--- src/rtl/tri_wb_loader.sv ---
// tri_wb_loader: Wishbone initiator that writes a four-word triangle setup record
// into one interp_tri slot through a one-hot decoded strobe/ack vector.
module tri_wb_loader #(
  parameter int NSLOTS = 64,
  parameter int TIMEOUT = 255
) (
  input  logic              wb_clk_i,
  input  logic              wb_rst_i,
  input  logic              cmd_valid,
  output logic              cmd_ready,
  input  logic [5:0]        cmd_slot,
  input  logic [127:0]      cmd_words,
  output logic              wbm_cyc_o,
  output logic [NSLOTS-1:0] wbm_stb_o,
  output logic              wbm_we_o,
  output logic [3:0]        wbm_sel_o,
  output logic [1:0]        wbm_adr_o,
  output logic [31:0]       wbm_dat_o,
  input  logic [NSLOTS-1:0] wbm_ack_i,
  output logic              busy_o,
  output logic              done_o,
  output logic              err_o
);
  typedef enum logic [1:0] {IDLE, WRITE, DONE} state_t;
  state_t state, state_d;
  logic [3:0][31:0] words;
  logic [7:0] cnt;
  logic accept, slot_ok, go, ack, last, tmo;
  always_comb begin
    accept = cmd_valid & cmd_ready;
    slot_ok = 32'(cmd_slot) < NSLOTS;
    go = accept & slot_ok;
    // the registered strobe is one-hot on the target slot, so masking isolates its ack
    ack = |(wbm_ack_i & wbm_stb_o);
    last = wbm_adr_o == 2'd3;
    tmo = cnt == 8'(TIMEOUT - 1);
    state_d = state;
    case (state)
      IDLE:    state_d = go ? WRITE : IDLE;
      WRITE:   state_d = ack ? (last ? DONE : WRITE) : (tmo ? IDLE : WRITE);
      default: state_d = IDLE;
    endcase
  end
  always_ff @(posedge wb_clk_i or posedge wb_rst_i) begin
    if (wb_rst_i) begin
      state     <= IDLE;
      words     <= '0;
      cnt       <= '0;
      cmd_ready <= 1'b1;
      wbm_cyc_o <= 1'b0;
      wbm_stb_o <= '0;
      wbm_we_o  <= 1'b0;
      wbm_sel_o <= 4'h0;
      wbm_adr_o <= 2'd0;
      wbm_dat_o <= 32'd0;
      busy_o    <= 1'b0;
      done_o    <= 1'b0;
      err_o     <= 1'b0;
    end else begin
      state     <= state_d;
      cmd_ready <= state_d == IDLE;
      busy_o    <= state_d != IDLE;
      done_o    <= state_d == DONE;
      wbm_cyc_o <= state_d == WRITE;
      wbm_we_o  <= state_d == WRITE;
      wbm_sel_o <= {4{state_d == WRITE}};
      wbm_stb_o <= state_d != WRITE ? '0 : go ? NSLOTS'(1) << cmd_slot : wbm_stb_o;
      cnt       <= (state != WRITE || ack) ? 8'd0 : cnt + 8'd1;
      if (go) begin
        words     <= cmd_words;
        wbm_adr_o <= 2'd0;
        wbm_dat_o <= cmd_words[31:0];
      end else if (state == WRITE && ack && !last) begin
        wbm_adr_o <= wbm_adr_o + 2'd1;
        wbm_dat_o <= words[wbm_adr_o + 2'd1];
      end
      if (accept)
        err_o <= !slot_ok;
      else if (state == WRITE && !ack && tmo)
        err_o <= 1'b1;
    end
  end
endmodule
--- config.mk ---
export PLATFORM = sky130hd
export DESIGN_NAME = tri_wb_loader
export DESIGN_NICKNAME = d
export VERILOG_FILES = /design/src/rtl/tri_wb_loader.sv
export SDC_FILE = /design/constraint.sdc
export NUM_CORES = 1
export LEC_CHECK = 0
export CORE_AREA = 4 4 161 163
export DETAILED_ROUTE_END_ITERATION = 12
export DIE_AREA = 0 0 165 167
export PLACE_DENSITY = 0.74
export SETUP_SLACK_MARGIN = 0.1
export SLEW_MARGIN = 0
export SYNTH_ARGS = -nofsm -noshare
export SYNTH_HDL_FRONTEND = slang
export SYNTH_SLANG_ARGS = --single-unit
--- constraint.sdc ---
create_clock -name wb_clk_i -period 12.8 [get_ports wb_clk_i]
set_clock_uncertainty 0.15 [all_clocks]
set_input_delay 3.84 -clock wb_clk_i [delete_from_list [all_inputs] [get_ports wb_clk_i]]
set_output_delay 3.84 -clock wb_clk_i [all_outputs]
set_load 0.01 [all_outputs]
==> flow_summary.yaml <==
global_routing:
  grt_usage: 0.2413
  first_global_vias: 9577
  grt_pass1_wl_um: 52760
  grt_max_degree: 115
  grt.overflow.total: 0
  antenna_found_initial: 4
cells_and_area:
  fin_nets: 1593
  layout_common_cells: "nand2_1 (393), clkdlybuf4s50_1 (308), dfrtp_1 (239)"
  final_core_util: 0.6187
  fin_cells: 1732
  final_common_cell: "nand2_1"
  drive_above_1_share: 0.08173
  area_growth_pct: 38.04
cts:
  clk_pin_slew_ns: 0.06
  holdBufCountCts: 0
  cts_buffers: 26
  cts_buffer_depth: 3
  worstSkewPairLatency_ns: 0.53
  cts-resized-gates: 0
  postCtsSetupRepairBufs: 0
  root_buffer: "clkbuf_16"
  cts_tree: "yes"
  clock-sinks: 241
  htreeDepth: 1
setup_path:
  ff2ff_setup_slack_ns: 9.78
  path_delay_family: "buffers and inverters"
  crit_path_max_fanout: 71
  worstPathCellList: "clkdlybuf4s50_1 > nand2_4 > buf_4 > nor3_1 > a31oi_4 > buf_4 > a21oi_1"
  critPathArrivalTime_ns: 6.64
  crit_path_end_kind: "register"
  cp.required_ns: 13.01
  cpMaxStageDelayCell: "buf_4"
  startpoint_type: "input pin"
  crit_type: "input pin to register"
  critical_path_buf_inv_count: 3
  cpPeakStageDelay_ns: 0.67
  cpMostUsedCell: "buf_4"
sta:
  worst_slew_pin_slew_ns: 1.129
  hold_viol_final: 0
  worst_hold_slack_ns: 0.3154
  slew_violations: 0
  period_needed_ns: 6.436
  fmax_mhz: 155.4
  slew_headroom: 0.2474
  grt_setup_unrepaired: "no"
  fin_crit_sh: 0.5028
  setup-violations-final: 0
  finalSetupTns_ns: 0
power_and_ir_drop:
  p_leak_uw: 0.006625
  ir_drop_mv: 0.1164
  power_density_nw_per_um2: 205.7
place:
  dp.cells: 1685
  gp_routability_congestion: 0.8216
  port_buffers: 308
  dpl.hpwl_um: 23480
detailed_routing:
  drt-total-wl_um: 34370
  first_pass_iters: 5
  wl_per_cell_um: 19.84
  drt-initial-drc-count: 601
  vias: 9518
  via_per_inst: 5.495
  ant_nets: 0
  route.detailed.drc: 0
synthesis:
  synthesis.instances: 1127
  synth_cell_type_count: 37
  ys_warn_count: 0
  synth_area_um2: 10900
  syn_nets: 1331
  synth-seq-cells: 241
  syn_area_per_cell_um2: 9.671
  ys_seq_area_frac: 0.5534
floorplan:
  core_area_um2: 24320
  num_rows: 57
  start_util: 0.4482
  die_y_um: 167
  dieArea_um2: 27560
  die_w_um: 165
  ioPinCount: 309
flow_run:
  maxCapViolations: 0
outcome:
  status: "complete, no violations"
hold_path:
  min_path_type: "register to register"
[cells in the mapped netlist]
master      n  share of area
a22o_1      8         0.0064
and2_1      1        0.00057
xnor2_1     3         0.0024
a22oi_1    80          0.055
and4_4      1         0.0010
nor3_1     10         0.0046
o21ai_1     1        0.00046
nor2b_1     1        0.00057
nor3b_1     4         0.0028
nand2_1   395           0.14
a31oi_1    33          0.019
mux4_2     32          0.066
dfstp_2     1         0.0024
a21boi_0    1        0.00069
inv_1       3         0.0010
nand4_2     1         0.0011
and4_1      2         0.0016
nand3_1     5         0.0023
dfrtp_1   240           0.55
buf_2       7         0.0032
a21oi_1    81          0.037
clkbuf_1   64          0.022
nand2b_1    6         0.0034
nor4_1      1        0.00057
and3_1      5         0.0029
ha_1        3         0.0034
buf_4       7         0.0048
a31oi_4     1         0.0020
a21oi_2    17          0.014
xor2_1      3         0.0024
o21ai_0    34          0.016
buf_6       4         0.0041
a221oi_1    8         0.0064
buf_1       5         0.0017
nor2_1     55          0.019
or3_1       1        0.00057
nand4_1     3         0.0017
[cell type report]
type / count / area [um^2]
Clock buffer: 37 / 762.0
Sequential cell: 241 / 6033
Inverter: 3 / 18.77
Tap cell: 324 / 405.4
Clock inverter: 9 / 156.4
Multi-Input combinational cell: 796 / 4487
Timing Repair Buffer: 321 / 3181
Fill cell: 2033 / 9274
Antenna cell: 1 / 2.502
[registers in the layout, indices dropped and copies added, names as in the netlist]
name	flops
words	128
state	2
wbm_stb_o	64
cmd_ready	1
wbm_dat_o	32
busy_o	1
cnt	8
err_o	1
wbm_adr_o	2
wbm_sel_o	1
done_o	1
[metrics by stage]
stage          cell area, um^2  setup WS [ns]  power (uW)
6_report                 15050          6.364        3094
3_3_place_gp             14120          5.930        2267
5_1_grt                  15050          6.129        3289
2_1_floorplan            10900          2.195        1901
4_1_cts                  15040          6.422        3116
3_5_place_dp             14120          5.868        2306
[path summary, 6_finish.rpt]
check                      startpoint       endpoint  cells past startpoint
max                         cmd_valid  wbm_stb_o[28]                      7
min                        words[115]     words[115]                      2
max reg2reg                 cmd_ready  wbm_stb_o[28]                      6
min reg2reg                words[115]     words[115]                      2
max in group asynchronous    wb_rst_i      words[33]                      3
min in group asynchronous    wb_rst_i  wbm_stb_o[38]                      2
[tightest hold or removal path, delay by kind of cell (launching register included)]
| family | cells | cell delay, ns |
|---|---|---|
| flip-flops | 1 | 0.33 |
| AND/OR/NAND/NOR | 2 | 0.10 |
[where the power goes]
part	switching, uW	internal [uW]	leakage (uW)
Combinational	631	480	0.00311
Sequential	164	1030	0.00306
Clock	300	493	0.000455
Total	1100	2000	0.00662
[cells by family after synthesis]
logic type / count (synthesis) / synth area share
flip-flops: 241 / 0.5534
adder cells (fa/ha/maj): 3 / 0.003444
AO/OA/AOI/OAI: 264 / 0.1565
multiplexers: 32 / 0.06612
AND/OR/NAND/NOR: 491 / 0.1787
XOR/XNOR: 6 / 0.004822
buffers and inverters: 90 / 0.03696
[layer usage]
metal  up-vias  routed length [um]  track usage
met5         -                  41            0
met4         6                 945      0.06908
met3        57                2808      0.05314
met2       427               16780       0.4041
met1      4609               13790       0.3160
li1       4419                   -            -
(Power assumes the default switching activity.)
